$ cat config.mk
export PLATFORM = sky130hd
export DESIGN_NAME = hazard_scoreboard
export DESIGN_NICKNAME = d
export VERILOG_FILES = /design/src/rtl/hazard_scoreboard_pkg.sv /design/src/rtl/hazard_src_match.sv /design/src/rtl/hazard_scoreboard.sv
export SDC_FILE = /design/constraint.sdc
export NUM_CORES = 1
export LEC_CHECK = 0
export BUFFER_PORTS_ARGS = -buffer_cell sky130_fd_sc_hd__clkbuf_2
export CORE_AREA = 2 2 50 64
export CTS_CLUSTER_SIZE = 16
export DETAILED_ROUTE_END_ITERATION = 12
export DIE_AREA = 0 0 52 66
export PLACE_DENSITY = 0.8
export SLEW_MARGIN = 40
export SYNTH_ARGS = -nofsm -noshare
export SYNTH_HDL_FRONTEND = slang
export SYNTH_SLANG_ARGS = --single-unit
$ cat constraint.sdc
create_clock -name clk -period 4.95 [get_ports clk]
set_clock_uncertainty 0.1 [all_clocks]
set_input_delay 0.99 -clock clk [delete_from_list [all_inputs] [get_ports clk]]
set_output_delay 0.99 -clock clk [all_outputs]
set_load 0.05 [all_outputs]
$ cat src/rtl/hazard_scoreboard_pkg.sv
`default_nettype none
// ============================================================================
//  Module      : hazard_scoreboard_pkg
//  Description : Shared types and constants for the hazard/forwarding scoreboard.
//  Revision    : 1.0 - initial release
// ============================================================================
package hazard_scoreboard_pkg;

    // Entry fields are sized for the widest supported build (32 regs x 8 bits, DEPTH <= 15)
    localparam int c_SB_RD_W     = 8;
    localparam int c_SB_LAT_W    = 4;

    localparam int c_FWD_REGFILE = 0;
    localparam int c_ALU_LAT     = 1;
    localparam int c_LOAD_LAT    = 2;

    typedef struct packed {
        logic                  valid;
        logic [c_SB_RD_W-1:0]  rd;
        logic [c_SB_LAT_W-1:0] lat;
    } sb_entry_t;

    function automatic int clampLat(input int lat, input int depth);
        if (lat < c_ALU_LAT) return c_ALU_LAT;
        if (lat > depth - 1) return depth - 1;
        return lat;
    endfunction

endpackage
`default_nettype wire

$ cat src/rtl/hazard_src_match.sv
`default_nettype none
// ============================================================================
//  Module      : hazard_src_match
//  Description : Compares one source register against every scoreboard entry;
//                reports the match vector and the youngest matching stage.
//  Revision    : 1.0 - initial release
// ============================================================================
module hazard_src_match
    import hazard_scoreboard_pkg::*;
#(
    parameter int DEPTH          = 3,
    parameter int REG_ADDR_WIDTH = 5,
    parameter int FWD_W          = $clog2(DEPTH),
    parameter int MIN_STAGE      = 0
) (
    input  logic [REG_ADDR_WIDTH-1:0] i_src,
    input  logic                      i_used,
    input  sb_entry_t [DEPTH-1:0]     i_entries,
    output logic [DEPTH-1:0]          o_matchVec,
    output logic [FWD_W-1:0]          o_youngest
);

    always_comb begin
        o_matchVec = '0;
        for (int k = 0; k < DEPTH; k++) begin
            o_matchVec[k] = i_used && i_entries[k].valid && (i_src != '0) &&
                            (i_entries[k].rd == c_SB_RD_W'(i_src));
        end
    end

    // Scan oldest to youngest so the lowest matching stage is left standing
    always_comb begin
        o_youngest = FWD_W'(c_FWD_REGFILE);
        for (int k = DEPTH - 1; k >= MIN_STAGE; k--) begin
            if (o_matchVec[k]) o_youngest = FWD_W'(k);
        end
    end

endmodule
`default_nettype wire

$ cat src/rtl/hazard_scoreboard.sv
`default_nettype none
// ============================================================================
//  Module      : hazard_scoreboard
//  Description : Parametrised forwarding / load-use stall / redirect-flush unit.
//                Optional perf counters enabled by defining HAZARD_PERF_EN.
//  Revision    : 1.0 - initial release
// ============================================================================
module hazard_scoreboard
    import hazard_scoreboard_pkg::*;
#(
    parameter int NUM_SRC        = 2,
    parameter int DEPTH          = 3,
    parameter int REG_ADDR_WIDTH = 5,
    parameter int PERF_W         = 32,
    parameter int LAT_W          = $clog2(DEPTH + 1),
    parameter int FWD_W          = $clog2(DEPTH)
) (
    input  logic                              clk,
    input  logic                              reset,
    input  logic                              id_valid,
    input  logic [NUM_SRC*REG_ADDR_WIDTH-1:0] id_rs,
    input  logic [NUM_SRC-1:0]                id_rs_used,
    input  logic [REG_ADDR_WIDTH-1:0]         id_rd,
    input  logic                              id_reg_write,
    input  logic [LAT_W-1:0]                  id_lat,
    input  logic                              ex_redirect,
    output logic                              stall_f,
    output logic                              stall_d,
    output logic                              flush_d,
    output logic                              flush_e,
    output logic [NUM_SRC*FWD_W-1:0]          ex_fwd_sel
`ifdef HAZARD_PERF_EN
    ,
    output logic [PERF_W-1:0]                 perf_stall_cnt,
    output logic [PERF_W-1:0]                 perf_flush_cnt
`endif
);

    sb_entry_t [DEPTH-1:0]             r_entries;
    logic [NUM_SRC*REG_ADDR_WIDTH-1:0] r_exRs;
    logic [NUM_SRC-1:0]                r_exUsed;

    logic                              w_luStall;
    logic                              w_issue;
    sb_entry_t                         w_newEntry;
    logic [NUM_SRC*FWD_W-1:0]          w_fwdSel;
    logic [DEPTH-1:0]                  w_idMatch        [NUM_SRC];
    logic [DEPTH-1:0]                  w_unusedExMatch  [NUM_SRC];
    logic [FWD_W-1:0]                  w_unusedIdYoung  [NUM_SRC];

    for (genvar i = 0; i < NUM_SRC; i++) begin : g_src
        hazard_src_match #(
            .DEPTH(DEPTH), .REG_ADDR_WIDTH(REG_ADDR_WIDTH), .FWD_W(FWD_W), .MIN_STAGE(1)
        ) u_exMatch (
            .i_src      (r_exRs[i*REG_ADDR_WIDTH +: REG_ADDR_WIDTH]),
            .i_used     (r_exUsed[i]),
            .i_entries  (r_entries),
            .o_matchVec (w_unusedExMatch[i]),
            .o_youngest (w_fwdSel[i*FWD_W +: FWD_W])
        );

        hazard_src_match #(
            .DEPTH(DEPTH), .REG_ADDR_WIDTH(REG_ADDR_WIDTH), .FWD_W(FWD_W), .MIN_STAGE(0)
        ) u_idMatch (
            .i_src      (id_rs[i*REG_ADDR_WIDTH +: REG_ADDR_WIDTH]),
            .i_used     (id_rs_used[i]),
            .i_entries  (r_entries),
            .o_matchVec (w_idMatch[i]),
            .o_youngest (w_unusedIdYoung[i])
        );
    end

    // Clamped latency never exceeds DEPTH-1, so the last two stages can never satisfy s+1<lat
    always_comb begin
        w_luStall = 1'b0;
        for (int i = 0; i < NUM_SRC; i++) begin
            for (int s = 0; s < DEPTH; s++) begin
                if (w_idMatch[i][s] && (s + 1 < int'(r_entries[s].lat))) w_luStall = 1'b1;
            end
        end
        w_luStall = w_luStall && id_valid;
    end

    assign w_issue          = id_valid && !w_luStall && !ex_redirect;
    assign w_newEntry.valid = w_issue && id_reg_write && (id_rd != '0);
    assign w_newEntry.rd    = c_SB_RD_W'(id_rd);
    assign w_newEntry.lat   = c_SB_LAT_W'(clampLat(int'(id_lat), DEPTH));

    always_ff @(posedge clk) begin
        if (reset) begin
            r_entries <= '0;
            r_exRs    <= '0;
            r_exUsed  <= '0;
        end else begin
            r_entries <= {r_entries[DEPTH-2:0], w_newEntry};
            r_exRs    <= w_issue ? id_rs : '0;
            r_exUsed  <= w_issue ? id_rs_used : '0;
        end
    end

    assign stall_f    = !reset && w_luStall && !ex_redirect;
    assign stall_d    = !reset && w_luStall && !ex_redirect;
    assign flush_d    = !reset && ex_redirect;
    assign flush_e    = !reset && (w_luStall || ex_redirect);
    assign ex_fwd_sel = reset ? '0 : w_fwdSel;

`ifdef HAZARD_PERF_EN
    logic [PERF_W-1:0] r_stallCnt;
    logic [PERF_W-1:0] r_flushCnt;

    always_ff @(posedge clk) begin
        if (reset) begin
            r_stallCnt <= '0;
            r_flushCnt <= '0;
        end else begin
            if (w_luStall && !ex_redirect && (r_stallCnt != '1)) r_stallCnt <= r_stallCnt + PERF_W'(1);
            if (ex_redirect && (r_flushCnt != '1))               r_flushCnt <= r_flushCnt + PERF_W'(1);
        end
    end

    assign perf_stall_cnt = reset ? '0 : r_stallCnt;
    assign perf_flush_cnt = reset ? '0 : r_flushCnt;
`else
    localparam int c_unusedPerfW = PERF_W;
`endif

endmodule
`default_nettype wire

==> results.sh, run 1 <==
export IMPL_status="complete, no violations"
export IMPL_fillers=250
export IMPL_critPathSlowestCell="or4_1"
export IMPL_synth_area_top_cells="dfxtp_1, xnor2_1, xor2_1"
export IMPL_cts_buffers=5
export IMPL_crit_path_start_kind="primary input"
export IMPL_drc_errors=0
export IMPL_start_util_pct=54.8
export IMPL_cp_required_ns=3.86
export IMPL_synthCells=157
export IMPL_syn_nets=181
export IMPL_die_w_um=52
export IMPL_synth_edf_count=0
export IMPL_cts_sinks=34
export IMPL_synth_top_cell_area_share_pct=43.8
export IMPL_h_tree_depth=2
export IMPL_p_clk_share_pct=31.3
export IMPL_max_freq_mhz=273
export IMPL_grt_total_usage_pct=21.6
export IMPL_worstPathCellList="clkbuf_2 -> or4_1 -> o21a_1 -> a32oi_4 -> nor3_1 -> clkbuf_2"
export IMPL_die_area_sq_um=3430
export IMPL_clockBufferDepth=2
export IMPL_setup_tns_ns=0
export IMPL_drive_above_1_share_pct=21.1
export IMPL_min_period_ns=3.66
export IMPL_p_sw_w=0.000131
export IMPL_seq_power_share_pct=57.4
export IMPL_clkLatencyLatePin_ns=0.34
export IMPL_switching_share_pct=25.6
export IMPL_viasPerCell=5.44
export IMPL_syn_to_final_growth_pct=13.1
export IMPL_endpoint_kind="primary output"
export IMPL_wl_um=3240
export IMPL_slew_limit_headroom_pct=58.3
export IMPL_power_w=0.000512
export IMPL_ir_drop_mv=0.197
export IMPL_grt_max_degree=27
export IMPL_cts_resized_gates=0
export IMPL_portBuffers=30
export IMPL_path_common_cell="clkbuf_2"
export IMPL_fp_coreArea_sq_um=2840
export IMPL_syn_avg_cell_area_sq_um=9.90
export IMPL_async_reset_ff_share_pct=0
export IMPL_critPathBufInv=2
export IMPL_wl_per_cell_um=14.7
export IMPL_fin_crit_sh_pct=74.0
export IMPL_clockRootBuffer="clkbuf_4"
export IMPL_pre_cts_ws_ns=1.29
export IMPL_cp_top_family="simple AND/OR/NAND/NOR gates"
export IMPL_worst_pin_slew_ns=0.623
export IMPL_synthTopCellsByCount="dfxtp_1, xnor2_1, nor2b_1"
export IMPL_drt_first_iter_violations=23
export IMPL_fin_ws_ns=1.29
export IMPL_ant_nets=0
export IMPL_setup_viol=0
export IMPL_clkTransAtPathRegs_ns=0.10
export IMPL_internal_power_w=0.000381
export IMPL_power_frac_comb_pct=11.3
export IMPL_hold_viol_final=0
export IMPL_cts_hold_buf=0
export IMPL_routabilityCongestion=0.898
export IMPL_min_path_type="reg2reg"
export IMPL_critPathKind="in2out"
export IMPL_num_io_pins=32
export IMPL_diodes=0
export IMPL_cap_violations=0
export IMPL_vias=1202
export IMPL_synth_area_sq_um=1550
export IMPL_grt_pass1_vias=1187
export IMPL_die_h_um=66
export IMPL_final_nets=208
export IMPL_finalMaxSlewViolations=0
export IMPL_yosysWarnings=0
export IMPL_yosysTopAreaCell="dfxtp_1"
export IMPL_fin_hold_ws_ns=0.367
export IMPL_yosysMostFrequentCell="dfxtp_1"
export IMPL_max_stage_delay_ns=0.53
export IMPL_synth_flop_cell="dfxtp_1"
export IMPL_cp_max_fo=15
export IMPL_ys_seq_elements=34
export IMPL_pwr_density_cell_nw_per_um2=291
export IMPL_cp_arrival_ns=2.57
export IMPL_postCtsSetupRepairBufs=0
export IMPL_yosys_cell_types_count=25
export IMPL_firstDrtPassIters=5
export IMPL_p_leak_nw=0.776
export IMPL_num_rows=22
export IMPL_grt_pass1_wl_um=5180
export IMPL_antenna_found_initial=0
export IMPL_synth_yosys_seq_area_share_pct=43.8
export IMPL_grt_overflow=0
export IMPL_dpl_hpwl_um=2530
export IMPL_cts_tree="built"
export IMPL_rsz0062_at_grt="false"
[stage by stage]
stage               instances  instance area [sq um]  utilization (%)
floorplan                 157                   1550                -
global placement          213                   1690             59.8
detailed placement        213                   1690             59.8
CTS                       221                   1760             62.0
global route              221                   1760             62.0
finish                    221                   1760             62.0
[worst paths after layout]
check / start / cells after the start / slack, ns / end
worst max register to register: r_entries[19]$_SDFF_PP0_ / 5 / 3.21 / r_exUsed[1]$_SDFF_PP0_
worst min-delay path: r_entries[0]$_SDFF_PP0_ / 1 / 0.37 / r_entries[13]$_SDFF_PP0_
worst min register to register: r_entries[0]$_SDFF_PP0_ / 1 / 0.37 / r_entries[13]$_SDFF_PP0_
worst max-delay path: id_rs[5] / 6 / 1.29 / stall_d
[final cells by class]
| type | instances | area [sq um] | share of cell area [%] |
|---|---|---|---|
| multi-input combinational | 113 | 818 | 46.5 |
| sequential | 34 | 681 | 38.7 |
| timing repair buffer | 30 | 150 | 8.54 |
| clock buffer | 6 | 51.3 | 2.92 |
| tap | 36 | 45.0 | 2.56 |
| clock inverter | 2 | 12.5 | 0.712 |
[flip-flops by register name (all words and copies together) (netlist names)]
register and cells:
r_exRs 10, r_entries 22, r_exUsed 2
[power by group through the flow]
stage	sequential [W]	combinational, W	clock [W]
2_1_floorplan	0.000295	0.0000419	0
3_3_place_gp	0.000300	0.0000551	0
3_5_place_dp	0.000301	0.0000579	0
4_1_cts	0.000294	0.0000582	0.000166
5_1_grt	0.000295	0.0000636	0.000174
6_report	0.000294	0.0000578	0.000160
[metal layers]
layer	track usage, %	up-vias	wire length, um
met1	20.0	555	1200
met3	7.47	18	169
li1	-	588	-
met4	10.9	0	110
met5	0	-	0
met2	40.2	41	1760
[cell families after synthesis]
family / synth area share (%)
and+or+nand+nor: 25.2
buffers and inverters: 3.54
DFF: 43.8
AOI/OAI and AO/OA: 4.91
xor gates and xnor gates: 22.5
[layout by cell type, fill, tap and decap left out, drive strengths merged, types with 3 or more instances in the layout]
| cell | n |
|---|---|
| xnor2 | 24 |
| dfxtp | 34 |
| nor2b | 22 |
| nor2 | 3 |
| clkbuf | 36 |
| nand3 | 6 |
| nand4 | 6 |
| nor4 | 4 |
| nor3 | 4 |
| or4 | 4 |
| and3 | 12 |
| xor2 | 16 |
No activity file was read; power rests on OpenSTA's default activity.
==> run 2: changes to the inputs <==
--- a/config.mk
+++ b/config.mk
@@ -6,11 +6,11 @@
 export NUM_CORES = 1
 export LEC_CHECK = 0
 export BUFFER_PORTS_ARGS = -buffer_cell sky130_fd_sc_hd__clkbuf_2
-export CORE_AREA = 2 2 50 64
+export CORE_AREA = 2 2 52 66
 export CTS_CLUSTER_SIZE = 16
 export DETAILED_ROUTE_END_ITERATION = 12
-export DIE_AREA = 0 0 52 66
-export PLACE_DENSITY = 0.8
+export DIE_AREA = 0 0 54 68
+export PLACE_DENSITY = 0.75
 export SLEW_MARGIN = 40
 export SYNTH_ARGS = -nofsm -noshare
 export SYNTH_HDL_FRONTEND = slang
==> constraint.sdc (replaced) <==
create_clock -name clk -period 3.5 [get_ports clk]
set_clock_uncertainty 0.1 [all_clocks]
set_input_delay 0.7 -clock clk [delete_from_list [all_inputs] [get_ports clk]]
set_output_delay 0.7 -clock clk [all_outputs]
set_load 0.05 [all_outputs]
==> run 2 against run 1 <==
  * Sequential cell count stayed put
  * Global-route usage is 1.8 points lower
  * Sequential power is 41% higher
  * Die area is 7.0% higher
  * Combinational power is 41% higher
  * Hold slack worse by 0.026 ns
  * Count of clock-buffer cells in the layout stayed put
  * Largest power group unchanged
==> results.sh, run 2 (synthesis results as in run 1) <==
export IMPL_layout_commonest_cell="dfxtp_1"
export IMPL_worst_pin_slew_ns=0.602
export IMPL_num_io_pins=32
export IMPL_start_util_pct=50.0
export IMPL_clkLatencyLatePin_ns=0.28
export IMPL_rsz0062_at_grt="false"
export IMPL_max_freq_mhz=324
export IMPL_clockBufferDepth=2
export IMPL_cp_max_fo=15
export IMPL_die_area_sq_um=3670
export IMPL_largest_registers="r_entries (22), r_exRs (10), r_exUsed (2)"
export IMPL_fp_coreArea_sq_um=3110
export IMPL_grt_total_usage_pct=19.8
export IMPL_cts_resized_gates=0
export IMPL_layout_cells_non_filler=220
export IMPL_critPathKind="in2out"
export IMPL_final_cell_mix="dfxtp_1, clkbuf_2, xnor2_1"
export IMPL_h_tree_depth=2
export IMPL_die_h_um=68
export IMPL_setup_viol=0
export IMPL_viasPerCell=5.32
export IMPL_pre_cts_ws_ns=0.424
export IMPL_antenna_found_initial=0
export IMPL_grt_pass1_wl_um=4870
export IMPL_firstDrtPassIters=4
export IMPL_setup_tns_ns=0
export IMPL_min_path_type="reg2reg"
export IMPL_pwr_density_cell_nw_per_um2=431
export IMPL_grt_max_degree=27
export IMPL_drt_first_iter_violations=39
export IMPL_vias=1170
export IMPL_finalMaxSlewViolations=0
export IMPL_cp_arrival_ns=2.29
export IMPL_cts_buffers=5
export IMPL_die_w_um=54
export IMPL_cts_sinks=34
export IMPL_portBuffers=30
export IMPL_wl_um=3140
export IMPL_cp_required_ns=2.70
export IMPL_largest_reg_flops=22
export IMPL_cts_tree="built"
export IMPL_slew_limit_headroom_pct=59.7
export IMPL_grt_pass1_vias=1161
export IMPL_ir_drop_mv=0.238
export IMPL_drc_errors=0
export IMPL_final_nets=208
export IMPL_cap_violations=0
export IMPL_p_leak_nw=0.786
export IMPL_crit_path_start_kind="primary input"
export IMPL_cts_hold_buf=0
export IMPL_dpl_hpwl_um=2470
export IMPL_endpoint_kind="primary output"
export IMPL_fin_crit_sh_pct=88.2
export IMPL_num_rows=23
export IMPL_power_w=0.000769
export IMPL_dp_cells=214
export IMPL_clockRootBuffer="clkbuf_8"
export IMPL_min_period_ns=3.09
export IMPL_postCtsSetupRepairBufs=0
export IMPL_diodes=0
export IMPL_wl_per_cell_um=14.3
export IMPL_clkTransAtPathRegs_ns=0.05
export IMPL_hold_viol_final=0
export IMPL_largest_register="r_entries"
export IMPL_fin_ws_ns=0.414
export IMPL_ant_nets=0
export IMPL_drive_above_1_share_pct=20.8
export IMPL_routabilityCongestion=0.818
export IMPL_grt_overflow=0
export IMPL_syn_to_final_growth_pct=14.7
export IMPL_status="complete, no violations"
run 2: changes by cell type in the layout (fill, tap and decap cells not counted), sizes merged:
| cell | delta |
|---|---|
| clkinvlp | -1 |
| clkinv | -1 |
run 2: final cells by class:
class                           count  area, sq um
Clock buffer                        6         82.6
Fill cell                         298         1330
Multi-Input combinational cell    113          823
Sequential cell                    34          681
Tap cell                           37         46.3
Timing Repair Buffer               30          150
run 2: path summary, 6_finish.rpt:
path / to / startpoint / slack [ns] / cells past startpoint
worst max-delay path: flush_e / id_rs[5] / 0.41 / 6
worst min register to register: r_entries[13]$_SDFF_PP0_ / r_entries[0]$_SDFF_PP0_ / 0.34 / 1
worst max register to register: r_exRs[8]$_SDFF_PP0_ / r_entries[21]$_SDFF_PP0_ / 1.79 / 5
worst min-delay path: r_entries[13]$_SDFF_PP0_ / r_entries[0]$_SDFF_PP0_ / 0.34 / 1
run 2: power breakdown:
group,internal (W),total [W],switching [W],leakage (nW)
clock network,0.000151,0.000271,0.000120,0.0431
registers,0.000401,0.000416,0.0000154,0.279
logic,0.0000424,0.0000817,0.0000393,0.464
total,0.000594,0.000769,0.000175,0.786
run 2: worst max-delay path: stages:
cell,delay [ns]
clkbuf_2,0.12
or4_1,0.53
o21a_1,0.21
a32oi_4,0.37
o21bai_1,0.10
clkbuf_2,0.25
run 2: layer usage:
metal  up-vias  routed length, um  global-route usage, %
li1        586                  -                      -
met2        26               1710                   37.2
met1       553               1210                   17.6
met3         5                144                   7.42
met4         0                 71                   10.3
met5         -                  0                      0
run 2: metrics by stage:
stage	util (%)	area, sq um	hold slack, ns
finish	57.4	1780	0.340
global route	57.4	1780	0.367
CTS	57.4	1780	0.351
detailed placement	54.7	1700	0.337
global placement	54.7	1700	0.327
floorplan	-	1560	0.314
